## src/rtl/ser_nb_hdr.sv

```systemverilog
// Serializer with per-frame header insertion and underflow tracking.
// Each frame is HDR_W header bits (HDR_VAL, MSB first) followed by WIDTH payload bits.
// Optional feature: define SER_PRBS_EN to make Mode 01 send a continuous PRBS7 payload;
// without it Mode 01 behaves exactly like Mode 00.
module ser_nb_hdr #(
  parameter int unsigned                          WIDTH    = 32,
  parameter int unsigned                          HDR_W    = 2,
  parameter logic [((HDR_W > 0) ? HDR_W : 1)-1:0] HDR_VAL  = 2'b01,
  parameter logic [WIDTH-1:0]                     IDLE_PAT = '0
) (
  input  logic             CLKBit,
  input  logic             RST,
  input  logic [WIDTH-1:0] DataIn,
  input  logic             DataValid,
  output logic             DataReady,
  input  logic [1:0]       Mode,
  input  logic             MSBFirst,
  output logic             DataOut,
  output logic             CLKWord,
  output logic             Underflow,
  output logic [7:0]       UnderflowCnt
);

  localparam int unsigned    F       = HDR_W + WIDTH;
  localparam int unsigned    CntW    = $clog2(F);
  localparam logic [CntW-1:0] CntLast = CntW'(F - 1);
  localparam logic [CntW-1:0] CntHalf = CntW'(F / 2);

  logic [CntW-1:0]  cnt_q, cnt_d;
  logic [F-1:0]     sr_q, frame_d;
  logic [WIDTH-1:0] payload, word, word_rev, clk_pat;
  logic             clkword_q, underflow_q;
  logic [7:0]       ufl_cnt_q;
  logic             load, data_mode, starve;

  assign load = (cnt_q == CntLast);
`ifdef SER_PRBS_EN
  assign data_mode = (Mode == 2'b00);
`else
  assign data_mode = (Mode[1] == 1'b0);
`endif
  assign starve       = load && data_mode && !DataValid;
  assign DataReady    = load && data_mode;
  assign DataOut      = sr_q[F-1];
  assign CLKWord      = clkword_q;
  assign Underflow    = underflow_q;
  assign UnderflowCnt = ufl_cnt_q;

  // Frame counter next state: wraps at the load cycle
  always_comb begin
    cnt_d = load ? '0 : cnt_q + 1'b1;
  end

  // Candidate payload words in transmit order (shift register sends its MSB first)
  always_comb begin
    word     = DataValid ? DataIn : IDLE_PAT;
    word_rev = '0;
    clk_pat  = '0;
    for (int i = 0; i < WIDTH; i++) begin
      word_rev[i] = word[WIDTH-1-i];
      clk_pat[i]  = ((WIDTH - 1 - i) % 2 == 0);
    end
  end

`ifdef SER_PRBS_EN
  logic [6:0]       prbs_q, prbs_d;
  logic [WIDTH-1:0] prbs_bits;

  // Run the LFSR WIDTH steps ahead; bits land in generation order
  always_comb begin
    prbs_d    = prbs_q;
    prbs_bits = '0;
    for (int i = 0; i < WIDTH; i++) begin
      prbs_bits[WIDTH-1-i] = prbs_d[6] ^ prbs_d[5];
      prbs_d               = {prbs_d[5:0], prbs_d[6] ^ prbs_d[5]};
    end
  end

  // LFSR state only advances on frames actually sent in PRBS mode
  always_ff @(posedge CLKBit) begin
    if (RST) begin
      prbs_q <= 7'h7F;
    end else if (load && (Mode == 2'b01)) begin
      prbs_q <= prbs_d;
    end
  end
`endif

  // Payload selection; Mode and MSBFirst only matter in the load cycle
  always_comb begin
    payload = '0;
    unique case (Mode)
      2'b00:   payload = MSBFirst ? word : word_rev;
`ifdef SER_PRBS_EN
      2'b01:   payload = prbs_bits;
`else
      2'b01:   payload = MSBFirst ? word : word_rev;
`endif
      2'b10:   payload = clk_pat;
      2'b11:   payload = '0;
      default: payload = '0;
    endcase
  end

  if (HDR_W > 0) begin : g_hdr
    assign frame_d = {HDR_VAL, payload};
  end else begin : g_no_hdr
    assign frame_d = payload;
  end

  // Frame counter, shift register and registered status outputs
  always_ff @(posedge CLKBit) begin
    if (RST) begin
      cnt_q       <= CntLast;
      sr_q        <= '0;
      clkword_q   <= 1'b0;
      underflow_q <= 1'b0;
      ufl_cnt_q   <= 8'd0;
    end else begin
      cnt_q       <= cnt_d;
      sr_q        <= load ? frame_d : {sr_q[F-2:0], 1'b0};
      clkword_q   <= (cnt_d < CntHalf);
      underflow_q <= starve;
      if (starve && (ufl_cnt_q != 8'hFF)) begin
        ufl_cnt_q <= ufl_cnt_q + 8'd1;
      end
    end
  end

endmodule

```

## config.mk

```make
export PLATFORM = sky130hd
export DESIGN_NAME = ser_nb_hdr
export DESIGN_NICKNAME = d
export VERILOG_FILES = /design/src/rtl/ser_nb_hdr.sv
export SDC_FILE = /design/constraint.sdc
export NUM_CORES = 1
export LEC_CHECK = 0
export CORE_ASPECT_RATIO = 1.2
export CORE_MARGIN = 4
export CORE_UTILIZATION = 50
export DETAILED_ROUTE_END_ITERATION = 8
export PLACE_DENSITY_LB_ADDON = 0.2
export SETUP_SLACK_MARGIN = 0.1
export SYNTH_ARGS = -nofsm -noshare
export SYNTH_HDL_FRONTEND = slang
export SYNTH_SLANG_ARGS = --single-unit
```

## constraint.sdc

```tcl
create_clock -name CLKBit -period 2.1 [get_ports CLKBit]
set_input_delay 0.42 -clock CLKBit [delete_from_list [all_inputs] [get_ports CLKBit]]
set_output_delay 0.42 -clock CLKBit [all_outputs]
set_load 0.05 [all_outputs]
```

==> flow_summary.ini, run 1 <==
[timing]
maxSlewViolCount = 0
max_slew_margin_pct = 56.0
tightest_slew_ns = 0.659
rsz0062_at_grt = true
timing.fmax_mhz = 517
skew_ns = 0.00678
setup_viol = 0
min_period_over_period_pct = 92.2
hold_viol_final = 0
period_minus_slack_ns = 1.94
whs_ns = 0.439
finalSetupTns_ns = 0

[routing]
drc_errors = 0
wire_per_inst_um = 14.4
drtPass1Iterations = 4
drt_wl_total_um = 4910
vias = 1898
vias_per_cell = 5.58
ant_nets = 0
drtIter0Drc = 151

[critical_path]
crit_family = buffers and inverters
crit_type = reg2out
r2r_end = UnderflowCnt[7]
slowest_stage = clkdlybuf4s50_1
cp-startpoint = UnderflowCnt[7]
crit_buf_inv = 1
crit_end = UnderflowCnt[7]
arrival_ns = 1.52
r2r_setup_slack_ns = 0.27
cp-end-kind = output pin
worst-path-max-fanout = 5
critical-path-max-stage-delay_ns = 0.83
r2r_cells = 5
cp-start-kind = flop
reg2reg_from = cnt_q[0]
path_depth = 1
crit_required_ns = 1.68
worstPathCellList = clkdlybuf4s50_1

[min_path]
hold_path.class = reg2reg

[synth]
yosys-top-cells-count = 50 x dfxtp_1, 25 x nor2_1, 18 x nand2_1, 17 x a211oi_1, 17 x mux2i_1
yosysSeqAreaShare_pct = 43.4
synth_area_leaders = dfxtp_1 43%, mux2_2 7.8%, mux2i_1 7.4%, o2bb2ai_1 5.7%, a211oi_1 5.5%
yosysUniqueCellTypes = 42
yosysWarningCount = 0
synth-edff-count = 0
synthesis.nets = 275
synthCells = 234
netlist.area_leader.share_pct = 43.4
ys.flop_type = dfxtp_1
yosys_register_bits = 50
synth_largest_area_cell = dfxtp_1
synth.most_common_cell = dfxtp_1
synthArstFlopShare_pct = 0
synth_area_per_cell_um2 = 9.87
syn-cell-area_um2 = 2310

[finish]
fillCellCount = 369
syn2layout_area_growth_pct = 28.1
antennaDiodeCount = 0
nNetsFinal = 324
final_cell_count_no_fill = 340
drive_above_1_share_pct = 15.5

[power]
leakagePower_nw = 1.19
power_density_nw_per_um2 = 968
finalPower_w = 0.00286
ir_drop_mv = 0.581

[placed_design]
dp.cells = 331
dp_hpwl_um = 3480
routabilityCongestion = 0.740
portBuffers = 49

[run_status]
run_status = finished clean

[clocking]
clock_tree.root_cell = clkbuf_8
ctsHtreeMaxLevel = 2
cts_tree = built
insertion_delay_ns = 0.30
clockBufferDepth = 2
cts_num_sinks = 50
path_clk_slew_ns = 0.08
cts_buffers = 5

[floorplanning]
die-area_um2 = 5770
ios = 50
die_y_um = 82.4
initial_utilization_pct = 53.0
die_w_um = 70.0
core_area_um2 = 4360
rows = 26

[global_route]
grt_pass1_wl_um = 8350
grt_usage_pct = 18.0
grt_max_degree = 33
antenna_found_initial = 0
first_global_vias = 1775
gr-total-overflow = 0

[run]
drv_cap = 0
[logic make-up after synthesis]
group	Yosys count	share of synthesized area, %
AOI/OAI and AO/OA	52	17.6
xor gates and xnor gates	4	1.52
adders and majority gates	3	1.63
buffers and inverters	21	5.15
DFF	50	43.4
muxes	33	15.2
and+or+nand+nor	71	15.6
[cells in the final DEF, fill, tap and decap left out, types with 2 or more instances in the layout]
master           instances
a211oi_1                17
a21oi_1                  5
a31oi_1                  2
and3_1                   3
and3_2                   2
buf_12                   2
buf_4                    8
clkbuf_8                 6
clkdlybuf4s50_1         41
dfxtp_1                 50
dlygate4sd2_1            4
dlymetal6s2s_1           3
ha_1                     3
inv_1                    5
mux2_2                  16
mux2i_1                 17
nand2_1                 18
nand3_1                  7
nand4_1                  3
nor2_1                  25
nor3_1                   2
o21ai_0                  4
o2bb2ai_1               15
o31ai_1                  2
or3_2                    2
xor2_1                   3
[final cells by class]
cell class | instances | area, um2 | share of cell area (%)
well taps | 56 | 70.1 | 2.37
flip-flops and latches | 50 | 1000 | 33.9
inverters | 5 | 18.8 | 0.635
clock buffers | 6 | 82.6 | 2.79
multi-input cells | 163 | 1190 | 40.2
repair buffers | 58 | 583 | 19.7
clock inverters | 2 | 12.5 | 0.423
[power breakdown]
part / total, W / leakage, nW / internal (W) / switching, W
Combinational: 0.000991 / 0.736 / 0.000434 / 0.000558
Sequential: 0.00130 / 0.409 / 0.00119 / 0.000109
Clock: 0.000572 / 0.0472 / 0.000265 / 0.000307
Total: 0.00286 / 1.19 / 0.00189 / 0.000974
[registers in the layout (all words and copies together) (netlist names)]
register      count
sr_q             34
UnderflowCnt      8
cnt_q             6
CLKWord           1
Underflow         1
[how the worst min path moves through the flow]
stage,startpoint,endpoint,slack (ns),cells past startpoint
3_3_place_gp,sr_q[27],sr_q[28],0.41,1
2_1_floorplan,sr_q[9],sr_q[10],0.41,1
4_1_cts,sr_q[1],sr_q[2],0.44,1
3_5_place_dp,sr_q[19],sr_q[20],0.42,1
5_1_grt,sr_q[29],sr_q[30],0.46,1
6_report,sr_q[1],sr_q[2],0.44,1
[stage by stage]
stage / instance area (um2) / util (%) / setup WS, ns
after detailed placement: 2850 / 65.4 / 0.0243
after CTS: 2940 / 67.5 / 0.113
final: 2960 / 67.8 / 0.165
after floorplan: 2310 / - / 0.249
after global routing: 2960 / 67.8 / 0.0542
after global placement: 2850 / 65.4 / 0.0606
[timing repair]
item,CTS,global route
hold buffers,0,0
setup endpoints to repair,4,13
setup buffers,0,1
endpoints found under the hold margin,0,0
resized for setup,4,3
pin swaps,0,1
[layer usage]
layer / routed length, um / up-vias / part of all wire, % / global-route usage [%]
met5: 0 / - / 0 / 0
met4: 50 / 0 / 1.0 / 4.60
met3: 275 / 5 / 5.6 / 5.08
met2: 2280 / 56 / 46 / 29.3
met1: 2300 / 884 / 47 / 23.9
li1: - / 953 / - / -
Power figures use the tool's default switching activity.
==> run 2: changes to the inputs <==
--- a/config.mk
+++ b/config.mk
@@ -11,6 +11,7 @@
 export DETAILED_ROUTE_END_ITERATION = 8
 export PLACE_DENSITY_LB_ADDON = 0.2
 export SETUP_SLACK_MARGIN = 0.1
+export SLEW_MARGIN = 10
 export SYNTH_ARGS = -nofsm -noshare
 export SYNTH_HDL_FRONTEND = slang
 export SYNTH_SLANG_ARGS = --single-unit
==> results of run 2 <==
Final layout, timing and power as in run 1 (identical DEF).
